**src/rtl/axis_differentiator.sv**
```systemverilog
// First-difference filter on an AXI4-Stream sample stream: y[n] = x[n] - x[n-1].
// One registered output stage with full backpressure; the first sample after
// reset only primes the history and produces no output.
module axis_differentiator #(
    parameter int AXIS_TDATA_WIDTH = 32,
    parameter int SATURATE         = 1
) (
    input  logic                        aclk,
    input  logic                        areset,
    input  logic [AXIS_TDATA_WIDTH-1:0] S_AXIS_tdata,
    input  logic                        S_AXIS_tvalid,
    output logic                        S_AXIS_tready,
    output logic [AXIS_TDATA_WIDTH-1:0] M_AXIS_tdata,
    output logic                        M_AXIS_tvalid,
    input  logic                        M_AXIS_tready
);

    localparam int W = AXIS_TDATA_WIDTH;
    localparam logic [W-1:0] MAX_POS = {1'b0, {(W-1){1'b1}}};
    localparam logic [W-1:0] MIN_NEG = {1'b1, {(W-1){1'b0}}};

    logic [W-1:0] prev;
    logic         primed;
    logic         accept;
    logic [W:0]   diff_wide;
    logic [W-1:0] diff_out;

    // The output slot is free when empty or being drained this cycle.
    assign S_AXIS_tready = !M_AXIS_tvalid || M_AXIS_tready;
    assign accept        = S_AXIS_tvalid && S_AXIS_tready;

    // One extra bit of headroom so the difference never overflows before clamping.
    assign diff_wide = {S_AXIS_tdata[W-1], S_AXIS_tdata} - {prev[W-1], prev};

    // Clamp to the signed range when the top two bits disagree, otherwise wrap.
    always_comb begin
        diff_out = diff_wide[W-1:0];
        if ((SATURATE != 0) && (diff_wide[W] != diff_wide[W-1])) begin
            diff_out = diff_wide[W] ? MIN_NEG : MAX_POS;
        end
    end

    // History: remember every accepted sample and note that priming has happened.
    always_ff @(posedge aclk or posedge areset) begin
        if (areset) begin
            prev   <= '0;
            primed <= 1'b0;
        end else if (accept) begin
            prev   <= S_AXIS_tdata;
            primed <= 1'b1;
        end
    end

    // Output register: load a new difference for primed samples, else drain on transfer.
    always_ff @(posedge aclk or posedge areset) begin
        if (areset) begin
            M_AXIS_tdata  <= '0;
            M_AXIS_tvalid <= 1'b0;
        end else if (accept && primed) begin
            M_AXIS_tdata  <= diff_out;
            M_AXIS_tvalid <= 1'b1;
        end else if (M_AXIS_tvalid && M_AXIS_tready) begin
            M_AXIS_tvalid <= 1'b0;
        end
    end

endmodule

```
**config.mk**
```make
export PLATFORM = sky130hd
export DESIGN_NAME = axis_differentiator
export DESIGN_NICKNAME = d
export VERILOG_FILES = /design/src/rtl/axis_differentiator.sv
export SDC_FILE = /design/constraint.sdc
export NUM_CORES = 1
export LEC_CHECK = 0
export ABC_AREA = 1
export CAP_MARGIN = 20
export CELL_PAD_IN_SITES_DETAIL_PLACEMENT = 1
export CELL_PAD_IN_SITES_GLOBAL_PLACEMENT = 1
export CORE_ASPECT_RATIO = 2
export CORE_MARGIN = 2
export CORE_UTILIZATION = 40
export DETAILED_ROUTE_END_ITERATION = 12
export PLACE_DENSITY_LB_ADDON = 0.1
export SLEW_MARGIN = 20
export SYNTH_ARGS = -nofsm -noshare
export SYNTH_HDL_FRONTEND = slang
export SYNTH_SLANG_ARGS = --single-unit
export TNS_END_PERCENT = 5
```
**constraint.sdc**
```tcl
create_clock -name aclk -period 3 [get_ports aclk]
set_input_delay 0.3 -clock aclk [delete_from_list [all_inputs] [get_ports aclk]]
set_output_delay 0.3 -clock aclk [all_outputs]
set_load 0.01 [all_outputs]
```
==> impl_summary.log, run 1 <==
[metrics] post-synthesis cell count: 761
[metrics] flip-flop and latch count after synthesis: 66
[metrics] synthesized area per cell: 6.731 um2
[metrics] sequential element share of the synthesized area: 32.24%
[metrics] shortest period the worst path allows: 2.595 ns
[metrics] Pins Over Slew Limit: 0
[metrics] DRC: 0
[metrics] Max Root-Sink Buffers: 2
[metrics] routed wire length per instance: 16.24 um
[metrics] slowest cell on the critical path: fa_1
[metrics] most frequent cell on the critical path: nand2_1
[metrics] H-tree levels: 3
[metrics] source-to-sink clock delay at the later pin of the worst-skew pair: 0.34 ns
[metrics] largest net degree at the start of global routing: 66
[metrics] starting utilization of the core area: 40.80%
[metrics] start-to-end type of the worst setup path: in -> reg
[metrics] number of diodes added for antenna fixing: 0
[metrics] overall overflow remaining after global route: 0
[metrics] area enclosed by the die boundary: 13780 um2
[metrics] Max-cap violations: 0
[metrics] std cell rows: 58
[metrics] area used by multi-input combinational logic: 2850 um2
[metrics] area share of the largest cell type after synthesis: 32.24%
[metrics] gr usage total: 24.88%
[metrics] IR drop worst, VDD: 422.3 uV
[metrics] vias after detailed routing: 5003
[metrics] kind of end point of the critical path: flip-flop
[metrics] setup repair after global routing missed its margin: no
[metrics] I/O pin total: 70
[metrics] leakage power: 3.504 nW
[metrics] data arrival time of the worst path: 2.86 ns
[metrics] placed wire-length estimate: 13230 um
[metrics] max frequency: 0.3854 GHz
[metrics] endpoints failing hold: 0
[metrics] total length of routed wires: 16110 um
[metrics] Post-Place Cell Area: 6013 um2
[metrics] result of the run: finished, final reports clean
[metrics] number of violations reported at the end of detailed-routing iteration 0: 106
[metrics] delay contributed by the slowest stage of the critical path: 0.41 ns
[metrics] power density over the cells: 710.9 nW/um2
[metrics] cell area after layout: 6339 um2
[metrics] number of nets in the finished design: 906
[metrics] Final ANT Viol Nets: 0
[metrics] number of gates resized after cts: 0
[metrics] yosys synthesis warning count: 0
[metrics] routability cong.: 0.9246
[metrics] Core ar.: 12550 um2
[metrics] average via count per standard cell: 5.043
[metrics] sequential standard cell area: 1652 um2
[metrics] fill cell instance count of the final layout: 1648
[metrics] number of detailed-routing iterations run before antenna repair: 4
[metrics] Final Power: 0.004506 W
[metrics] number of global-route vias before repair: 5665
[metrics] headroom to the max-slew limit: 46.37%
[metrics] post-route clock period utilization: 86.48%
[metrics] share of post-route cells with drive strength above 1: 11.28%
[metrics] count of hold-fix buffers inserted at cts: 0
[metrics] signed area change from the synthesized netlist to the final layout: 23.74%
[metrics] first-pass GRT wire length: 26850 um
[metrics] required time of the worst setup path: 3.27 ns
[metrics] quantity of I/O buffers inserted on ports: 69
[metrics] antenna violations before repair: 0
[metrics] # setup viols final: 0
[metrics] library cell with the largest summed area after synthesis: dfrtp_1
[metrics] root buf cell: clkbuf_16
[metrics] clock transition at the register clock pins on the worst setup and hold paths after CTS: 0.06 ns
[metrics] maximum fanout encountered on the critical timing path: 18
[metrics] chip height: 164.0 um
[metrics] clock tree from TritonCTS: built
[metrics] buffers inserted by post-CTS timing repair: 0
[metrics] floorplan die width: 84.02 um
[metrics] final setup skew: 0.009329 ns
[metrics] mapped cell area: 5122 um2
[metrics] sink count of the clock tree: 66
[metrics] nature of the critical path startpoint: input port
[metrics] synth top area cells: dfrtp_1, nand2_1, inv_1
[metrics] Net Count, Synth: 830
[metrics] critical-path cell list: clkdlybuf4s50_1 -> inv_1 -> ha_1 -> inv_1 -> fa_1 -> nand2_1 -> nand2_1 -> nand3_1 -> nand2_2 -> nand2_1 -> nand2_2 -> nand2_2 -> nand2_1 -> nand2_1 -> nand2_1 -> nand2_2 -> buf_4 -> nand2_1 -> a21oi_2
[metrics] total negative slack for setup checks: 0 ns
[metrics] slew of the pin with the lowest slew margin: 0.8032 ns
[metrics] post-synthesis cell type count: 29
[metrics] path type of the worst min-delay path: in -> async
[metrics] TritonCTS buffer count: 9
critical path: cells and delay by family:
family          cells  cell delay, ns
compound gates      1            0.16
simple gates       12            1.06
fa+ha+maj           2            0.55
buf+inv             4            0.79
kinds of logic (layout without fill, tap and decap cells):
logic type,Yosys count,after routing,synth area share [%]
flip-flops,66,66,32.24
AO/OA/AOI/OAI,107,107,13.21
AND/OR/NAND/NOR,386,386,31.61
buffers and inverters,154,235,12.16
adder cells (fa/ha/maj),33,33,8.207
XOR/XNOR,15,15,2.565
stage by stage:
| stage | hold slack (ns) | std cells | setup WS (ns) | util [%] |
|---|---|---|---|---|
| after floorplan | 0.4229 | 761 | 0.8691 | - |
| after global placement | 0.4372 | 976 | 0.1630 | 47.90 |
| after detailed placement | 0.4568 | 976 | 0.03750 | 47.90 |
| after CTS | 0.4561 | 992 | 0.3790 | 50.49 |
| after global routing | 0.4948 | 992 | 0.1384 | 50.49 |
| final | 0.4288 | 992 | 0.4055 | 50.49 |
routing by layer:
layer / vias up / global-route usage [%] / share of wire [%]
li1: 2483 / - / -
met1: 2406 / 22.43 / 33
met2: 74 / 50.83 / 59
met3: 40 / 3.015 / 1.8
met4: 0 / 14.52 / 5.5
met5: - / 0 / 0
cell usage in the layout, fill, tap and decap left out, drive strengths merged:
master,instances
bufinv,2
nor2,82
or2,31
nand3,27
clkdlybuf4s50,69
nand3b,1
nor3,4
and2,1
fa,1
clkbuf,9
a21o,1
dfrtp,66
nand4,4
ha,32
nor4,2
clkinv,3
nand2b,1
buf,12
o211ai,1
a21oi,90
xnor2,2
nand2,233
o21ai,4
xor2,13
inv,140
o21bai,11
registers in the layout (all words and copies together), names as in the netlist:
register / flops
M_AXIS_tdata: 32
primed: 1
M_AXIS_tvalid: 1
prev: 32
area by class of cell:
cell class,count,area share [%]
Clock buffer,9,3.553
Clock inverter,7,1.579
Inverter,138,8.172
Multi-Input combinational cell,541,44.97
Sequential cell,66,26.06
Tap cell,150,2.961
Timing Repair Buffer,81,12.71
synth_stat cells (all sizes together):
master  number
or2         31
inv        138
nor3         4
a21oi       90
o21bai      11
and2         1
nand3b       1
xnor2        2
nand4        4
xor2        13
nor4         2
nand2b       1
clkbuf       8
buf          8
nor2        82
fa           1
o211ai       1
ha          32
a21o         1
nand2      233
o21ai        4
nand3       27
dfrtp       66
where the power goes:
part / switching, W / internal (W) / total (W) / leakage, nW
registers: 0.000116 / 0.00112 / 0.00124 / 0.728
clock network: 0.000459 / 0.000736 / 0.00119 / 0.160
logic: 0.00118 / 0.000892 / 0.00208 / 2.62
final timing paths:
kind	from	endpoint	slack, ns	cells after the start
worst max-delay path	S_AXIS_tdata[0]	M_AXIS_tdata[10]$_DFFE_PP0P_	0.41	19
worst min-delay path	areset	prev[0]$_DFFE_PP0P_	0.43	2
worst max register to register	prev[0]$_DFFE_PP0P_	M_AXIS_tdata[10]$_DFFE_PP0P_	0.49	17
worst min register to register	primed$_DFFE_PP0P_	primed$_DFFE_PP0P_	0.49	2
max in group asynchronous	areset	prev[22]$_DFFE_PP0P_	1.89	3
min in group aclk	primed$_DFFE_PP0P_	primed$_DFFE_PP0P_	0.49	2
Note: power is estimated with default switching activity, not from simulation.
==> run 2: changes to the inputs <==
- ABC_CLOCK_PERIOD_IN_PS: unset -> 3000
- SKIP_CTS_REPAIR_TIMING: unset -> 1
==> results of run 2 <==
Same layout as run 1: the final DEF is identical, and so are final timing and power.
==> run 3: changes to the inputs <==
- HOLD_SLACK_MARGIN: unset -> 0.05
==> results of run 3 <==
Same layout as run 1: the final DEF is identical, and so are final timing and power.
